===== config.mk =====
export PLATFORM = sky130hd
export DESIGN_NAME = mul_long_unit
export DESIGN_NICKNAME = d
export VERILOG_FILES = /design/src/rtl/mul_long_unit.sv
export SDC_FILE = /design/constraint.sdc
export NUM_CORES = 1
export LEC_CHECK = 0
export ABC_AREA = 0
export CORE_MARGIN = 1
export CORE_UTILIZATION = 58
export CTS_CLUSTER_DIAMETER = 100
export DETAILED_ROUTE_END_ITERATION = 12
export GPL_TIMING_DRIVEN = 0
export PLACE_DENSITY = 0.81
export RECOVER_POWER = 25
export SYNTH_ARGS = -nofsm -noshare
export SYNTH_HDL_FRONTEND = slang
export SYNTH_SLANG_ARGS = --single-unit

===== constraint.sdc =====
create_clock -name clk -period 17.3 [get_ports clk]
set_input_delay 3.46 -clock clk [delete_from_list [all_inputs] [get_ports clk]]
set_output_delay 3.46 -clock clk [all_outputs]
set_load 0.01 [all_outputs]

===== src/rtl/mul_long_unit.sv =====
// mul_long_unit: iterative shift-add long multiplier (MUL/MLA/UMULL/SMULL/UMLAL/SMLAL).
//
// Ports:
//   clk, reset          rising-edge clock, synchronous active-high reset
//   start               request, honoured only in IDLE; a, b, acc_hi, acc_lo,
//                       op_signed and op_acc are captured with it
//   op_signed           1 = signed operands, 0 = unsigned
//   op_acc              1 = add {acc_hi, acc_lo} to the product
//   busy                high in every state except IDLE
//   done                one-cycle pulse, result valid in the same cycle
//   result_hi/lo        upper/lower WIDTH bits of the 2*WIDTH result (held until next done)
//   flag_n, flag_z      sign bit of the result / full result is zero
//
// Optional build macro MUL_EARLY_EXIT_EN: leave SHIFT as soon as the remaining
// multiplier bits are all zero, aligning the partial product in a single shift.

module mul_long_unit #(
  parameter int WIDTH = 32,
  parameter int CNT_W = $clog2(WIDTH) + 1
) (
  input  logic             clk,
  input  logic             reset,
  input  logic             start,
  input  logic             op_signed,
  input  logic             op_acc,
  input  logic [WIDTH-1:0] a,
  input  logic [WIDTH-1:0] b,
  input  logic [WIDTH-1:0] acc_hi,
  input  logic [WIDTH-1:0] acc_lo,
  output logic             busy,
  output logic             done,
  output logic [WIDTH-1:0] result_hi,
  output logic [WIDTH-1:0] result_lo,
  output logic             flag_n,
  output logic             flag_z
);

  typedef enum logic [2:0] {
    S_IDLE,
    S_LOAD,
    S_SHIFT,
    S_FIXUP,
    S_DONE
  } state_t;

  state_t             state_q, state_d;
  logic [WIDTH-1:0]   mcand_q, mcand_d;
  logic [WIDTH-1:0]   mplier_q, mplier_d;
  logic [2*WIDTH-1:0] acc_q, acc_d;
  logic               neg_q, neg_d;
  logic               acc_en_q, acc_en_d;
  logic [2*WIDTH-1:0] prod_q, prod_d;
  logic [CNT_W-1:0]   cnt_q, cnt_d;
  logic [2*WIDTH-1:0] res_q, res_d;
  logic               flag_z_q, flag_z_d;

  logic [WIDTH-1:0]   addend;
  logic [WIDTH:0]     add_sum;
  logic [2*WIDTH-1:0] fix_val;

  always_ff @(posedge clk) begin
    if (reset) begin
      state_q  <= S_IDLE;
      mcand_q  <= '0;
      mplier_q <= '0;
      acc_q    <= '0;
      neg_q    <= 1'b0;
      acc_en_q <= 1'b0;
      prod_q   <= '0;
      cnt_q    <= '0;
      res_q    <= '0;
      flag_z_q <= 1'b0;
    end else begin
      state_q  <= state_d;
      mcand_q  <= mcand_d;
      mplier_q <= mplier_d;
      acc_q    <= acc_d;
      neg_q    <= neg_d;
      acc_en_q <= acc_en_d;
      prod_q   <= prod_d;
      cnt_q    <= cnt_d;
      res_q    <= res_d;
      flag_z_q <= flag_z_d;
    end
  end

  always_comb begin
    state_d  = state_q;
    mcand_d  = mcand_q;
    mplier_d = mplier_q;
    acc_d    = acc_q;
    neg_d    = neg_q;
    acc_en_d = acc_en_q;
    prod_d   = prod_q;
    cnt_d    = cnt_q;
    res_d    = res_q;
    flag_z_d = flag_z_q;

    // Shift-add step: multiplicand into the upper half, carry kept in bit WIDTH.
    addend  = mplier_q[0] ? mcand_q : {WIDTH{1'b0}};
    add_sum = {1'b0, prod_q[2*WIDTH-1:WIDTH]} + {1'b0, addend};

    // Sign restore then optional accumulate, both modulo 2^(2*WIDTH).
    fix_val = neg_q ? (~prod_q + 1'b1) : prod_q;
    if (acc_en_q) begin
      fix_val = fix_val + acc_q;
    end

    unique case (state_q)
      S_IDLE: begin
        if (start) begin
          // Magnitudes; the most-negative value maps to 2^(WIDTH-1) unsigned.
          mcand_d  = (op_signed && a[WIDTH-1]) ? (~a + 1'b1) : a;
          mplier_d = (op_signed && b[WIDTH-1]) ? (~b + 1'b1) : b;
          neg_d    = op_signed & (a[WIDTH-1] ^ b[WIDTH-1]);
          acc_d    = {acc_hi, acc_lo};
          acc_en_d = op_acc;
          state_d  = S_LOAD;
        end
      end
      S_LOAD: begin
        prod_d  = '0;
        cnt_d   = CNT_W'(WIDTH);
        state_d = S_SHIFT;
      end
      S_SHIFT: begin
        // The exit test is made before the step, so the final SHIFT cycle only
        // checks the count; this keeps both builds on the same exit path.
`ifdef MUL_EARLY_EXIT_EN
        if (mplier_q == '0) begin
          prod_d  = prod_q >> cnt_q;
          state_d = S_FIXUP;
        end else begin
`else
        if (cnt_q == '0) begin
          state_d = S_FIXUP;
        end else begin
`endif
          prod_d   = {add_sum, prod_q[WIDTH-1:1]};
          mplier_d = mplier_q >> 1;
          cnt_d    = cnt_q - CNT_W'(1);
        end
      end
      S_FIXUP: begin
        prod_d   = fix_val;
        res_d    = fix_val;
        flag_z_d = (fix_val == '0);
        state_d  = S_DONE;
      end
      S_DONE: begin
        state_d = S_IDLE;
      end
      default: begin
        state_d = S_IDLE;
      end
    endcase
  end

  assign busy      = (state_q != S_IDLE);
  assign done      = (state_q == S_DONE);
  assign result_hi = res_q[2*WIDTH-1:WIDTH];
  assign result_lo = res_q[WIDTH-1:0];
  assign flag_n    = res_q[2*WIDTH-1];
  assign flag_z    = flag_z_q;

endmodule

=== Yosys cells after proc, flatten, opt, wreduce, memory -nomap -nowiden ===
Cells that the tools add are included.
W data, S select, Z words.

* Output and inout port bits: 68
* Logic and storage cells: 57
* Bits in registers: 268

* Eq/ne operators: 7
* Reductions and logical operators: 14
* Bitwise logic cells: 5
* Add/subtract/negate cells: 6
* Muxes and demuxes: 15

{| class="wikitable"
|+ Operators with widths
! cell !! number
|-
| $mux W64 || 3
|-
| $pmux W64 S3 || 1
|-
| $mux W32 || 5
|-
| $add A32 B1 Y32 const B || 2
|-
| $add A64 B1 Y64 const B || 1
|-
| $add A64 B64 Y64 || 1
|-
| $logic_not A64 Y1 || 1
|-
| $not A32 Y32 || 2
|-
| $not A64 Y64 || 1
|-
| $pmux W32 S2 || 1
|-
| $add A32 B32 Y33 || 1
|-
| $pmux W3 S4 || 1
|-
| $pmux W6 S2 || 1
|-
| $reduce_and A2 Y1 || 4
|-
| $eq A3 B2 Y1 const B || 2
|-
| $logic_not A6 Y1 || 1
|-
| $mux W3 || 2
|-
| $mux W6 || 1
|-
| $ne A2 B2 Y1 const B || 3
|-
| $reduce_bool A3 Y1 || 2
|-
| $sub A6 B1 Y6 const B || 1
|-
| $reduce_bool A2 Y1 || 2
|-
| $eq A3 B1 Y1 const B || 1
|-
| $eq A3 B3 Y1 const B || 1
|-
| 5 further kinds || 6
|}

=== Logic depth before layout (Yosys ltp) ===
* Word-level depth: 6
* Mapped depth: 24
* Mapped depth without buffers: 22

=== Worst setup path before layout ===
No wires, ideal clock.

* Kind: input-to-reg
* Start: input port b[4]
* End: register mplier_q[28]
* Path slack: 11.202 ns
* Stages on the path: 13
* Arrival: 6.033 ns
* Required time: 17.235 ns
* Library setup time: 0.065 ns
* Cell sequence: nor3_1 -> nand2b_1 -> or3_1 -> nor4_1 -> and2_1 -> nand2_1 -> or3_1 -> nor4_1 -> a21oi_1 -> xnor2_1 -> a211oi_1 -> a21oi_1 -> nor2_1

* Word-level cells in the longest chain between the ends: 5

{| class="wikitable"
|+ Ends and longest elaborated chain
! element !! line !! RTL
|-
| start, declared || 27 || <nowiki>input logic [WIDTH-1:0] b,</nowiki>
|-
| $not A32 Y32 || 114 || <nowiki>mplier_d = (op_signed && b[WIDTH-1]) ? (~b + 1'b1) : b;</nowiki>
|-
| $add A32 B1 Y32 || 114 ||
|-
| $mux W32 || 114 ||
|-
| $mux W32 || 111 || <nowiki>if (start) begin</nowiki>
|-
| $pmux W32 S2 || 109 || <nowiki>unique case (state_q)</nowiki>
|-
| end signal, assigned || 76 || <nowiki>mplier_q <= mplier_d;</nowiki>
|-
| end, declared || 48 || <nowiki>logic [WIDTH-1:0] mplier_q, mplier_d;</nowiki>
|}

Every way passes these cells. The select of a mux whose other input is x is not followed.
A chain may end at the register's enable or synchronous reset.

=== Final worst setup path ===
* Start: register neg_q
* End: register flag_z_q (netlist: flag_z)

* Word-level cells in the longest chain between the ends: 4

{| class="wikitable"
|+ Ends and longest elaborated chain
! element !! line !! RTL
|-
| start, declared || 50 || <nowiki>logic neg_q, neg_d;</nowiki>
|-
| start signal, assigned || 78 || <nowiki>neg_q <= neg_d;</nowiki>
|-
| $mux W64 (*) || 104 || <nowiki>fix_val = neg_q ? (~prod_q + 1'b1) : prod_q;</nowiki>
|-
| $add A64 B64 Y64 || 106 || <nowiki>fix_val = fix_val + acc_q;</nowiki>
|-
| $mux W64 (*) || 105 || <nowiki>if (acc_en_q) begin</nowiki>
|-
| $logic_not A64 Y1 (*) || 147 || <nowiki>flag_z_d = (fix_val == '0);</nowiki>
|-
| end signal, assigned || 83 || <nowiki>flag_z_q <= flag_z_d;</nowiki>
|-
| end, declared || 55 || <nowiki>logic flag_z_q, flag_z_d;</nowiki>
|}

Every way passes the cells marked *; elsewhere a longest branch is shown, timed or not.

==> out/metrics.yaml <==
crit_family: "compound AO/OA/AOI/OAI gates"
synth_fp_nets: 2824
synth-async-reset-ratio_pct: 0
synth-main-ff-cell: "dfxtp_1"
dr.pass1.iters: 8
grtUsageTotal_pct: 42.54
drc: 0
pre_cts_ws_ns: 9.759
crit_path_frequent_cell: "clkbuf_1"
ys_ff_latch: 268
synth_seq_area_share_pct: 27.93
cts_tree: "yes"
critPathRequiredTime_ns: 17.85
fin_total_pwr_mw: 2.741
slowest_stage: "a2111oi_0"
leakage_nw: 8.873
layout.nets: 3055
synth_top_family_by_area: "compound AO/OA/AOI/OAI gates"
chipHeight_um: 184.0
path_cells: "clkbuf_1, clkbuf_1, clkbuf_1, clkbuf_1, o21ai_0, xnor2_1, ha_1, clkbuf_1, a21oi_1, o21ai_0, nor3_1, a211oi_1, a2111oi_0, o31ai_1, a21oi_1, xnor2_1, mux2i_1, nand2_1, or3_2, or4_1, nand2_1"
ctsHoldBuffers: 0
post_cts.repair.setup_buffers: 0
vias: 21270
numPortBuffers: 198
outcome: "finished, final reports clean"
drt_first_iter_violations: 2360
antenna_found_initial: 1
synth_compound_area_share_pct: 26.78
fin_util_pct: 69.87
cp-start-kind: "flip-flop"
cp-end-kind: "flip-flop"
core_area_mm2: 0.03254
grt_pass1_wl_mm: 110.1
ioPinCount: 201
synthMuxAreaShare_pct: 1.479
synth_edf_count: 0
wl_per_cell_um: 22.50
clock_latency_ns: 0.60
final.min_clock_period_ns: 8.012
fmaxAchievable_mhz: 124.8
slew-limit-headroom_pct: 16.20
startpoint: "neg_q"
crit_type: "reg2reg"
syn_to_final_growth_pct: 18.36
fin_worst_skew_ns: 0.01641
place_hpwl_mm: 57.90
final_cells: 3279
min_period_over_period_pct: 46.31
post_cts_resized: 0
worst_pin_slew_ns: 1.257
worstReg2RegStart: "neg_q"
cts_buffer_depth: 3
syn_area_mm2: 0.01921
hold_start: "res_q[12]"
yosys_warnings: 0
syn_area_per_cell_um2: 7.424
peakVddDrop_mv: 0.09882
cpPeakStageDelay_ns: 1.10
grt_pass1_vias: 20020
antenna_left: 0
start_util_pct: 59.03
hold_viol_final: 0
holdWs_ns: 0.4529
final_cell_area_mm2: 0.02273
place.gp.congestion: 1.062
cts_buffers: 30
drv_slew: 0
diodes: 0
cts.sink_count: 268
ys_types: 88
cts_root_buf: "clkbuf_16"
arrival_ns: 8.56
htreeDepth: 1
crit_buf_inv: 5
routed_wl_mm: 73.78
critPathMaxFanout: 10
power_density_mw_per_mm2: 120.6
dpl.cell_count: 3228
dpl-instance-area_mm2: 0.02175
grt_overflow: 0
die_w_um: 184.0
rsz0062_at_grt: "false"
tns_ns: 0
synth_xor_area_share_pct: 8.801
synth_fa_ha_area_share_pct: 6.853
detail_route.vias_per_cell: 6.488
final_layout_size_suffix_gt1_share_pct: 3.842
mostFrequentLayoutCell: "nand2_1"
hold_class: "reg2reg"
maxCapViolCount: 0
finalWorstSetupSlack_ns: 9.288
synthCells: 2587
setup_viol: 0
synthSimpleGateAreaFrac_pct: 23.46
final_cell_mix: "nand2_1, a21oi_1, nor2_1, dfxtp_1, clkdlybuf4s50_1"
cts.clk_slew.worst_paths_ns: 0.07
grt_max_degree: 16
rows: 66
die_area_mm2: 0.03385
==> where the power goes <==
| part | switching, mW | leakage, nW | internal (mW) |
|---|---|---|---|
| registers | 0.106 | 2.19 | 0.710 |
| clock network | 0.286 | 0.477 | 0.376 |
| logic | 0.820 | 6.20 | 0.443 |
| total | 1.21 | 8.87 | 1.53 |
==> worst register-to-register path, stage by stage, from the launching register on <==
cell and delay (ns):
dfxtp_1 0.58, clkbuf_1 0.58, clkbuf_1 0.55, clkbuf_1 0.49, clkbuf_1 0.54, o21ai_0 0.29
xnor2_1 0.46, ha_1 0.32, clkbuf_1 0.20, a21oi_1 0.28, o21ai_0 0.25, nor3_1 0.23
a211oi_1 0.21, a2111oi_0 1.11, o31ai_1 0.23, a21oi_1 0.23, xnor2_1 0.13, mux2i_1 0.22
nand2_1 0.08, or3_2 0.43, or4_1 0.46, nand2_1 0.09
==> flip-flops by register name (all words and copies together), names as in the netlist <==
signal    count
prod_q       64
state_q       3
res_q        64
acc_en_q      1
mcand_q      32
neg_q         1
cnt_q         6
mplier_q     32
flag_z        1
acc_q        64
==> final timing paths <==
path | cells past startpoint | to | slack (ns)
setup / recovery | 21 | flag_z | 9.29
hold / removal | 2 | res_q[12] | 0.45
setup reg to reg | 21 | flag_z | 9.29
hold reg to reg | 2 | res_q[12] | 0.45
==> cells in the mapped netlist, drive strengths merged, types with 29 or more instances <==
| cell type | n | share of area [%] |
|---|---|---|
| a311oi | 34 | 1.6 |
| inv | 48 | 0.94 |
| nor3 | 56 | 1.5 |
| xnor2 | 122 | 5.6 |
| nand2 | 337 | 6.6 |
| nand4 | 31 | 1.0 |
| clkbuf | 144 | 3.0 |
| nor2 | 306 | 6.0 |
| o31ai | 29 | 1.1 |
| a211oi | 109 | 4.3 |
| a21oi | 314 | 8.2 |
| or3 | 29 | 0.96 |
| o21ai | 111 | 2.9 |
| dfxtp | 268 | 28 |
| xor2 | 71 | 3.2 |
| ha | 102 | 6.6 |
| a21o | 52 | 2.0 |
| nand3 | 37 | 0.99 |
| and2 | 50 | 1.6 |
==> layer usage <==
metal / global-route usage (%) / up-vias / wire length [µm]
li1: - / 9785 / -
met1: 47.53 / 9777 / 26730
met2: 71.39 / 1332 / 33400
met3: 7.726 / 379 / 7022
met4: 33.63 / 0 / 6625
met5: 0 / - / 0
==> cell families after synthesis <==
kind of cell	Yosys count
and+or+nand+nor	973
xor gates and xnor gates	193
muxes	28
adders and majority gates	104
DFF	268
AOI/OAI and AO/OA	808
buffers and inverters	213
==> area by class of cell <==
type,count,area (µm²)
multi-input combinational,2106,12940
fill,2731,9802
sequential,268,5365
timing repair buffer,199,1987
clock buffer,36,803.3
buffer,165,721.9
tap,442,553.0
clock inverter,15,183.9
inverter,48,180.2
Note: power is estimated with default switching activity, not from simulation.
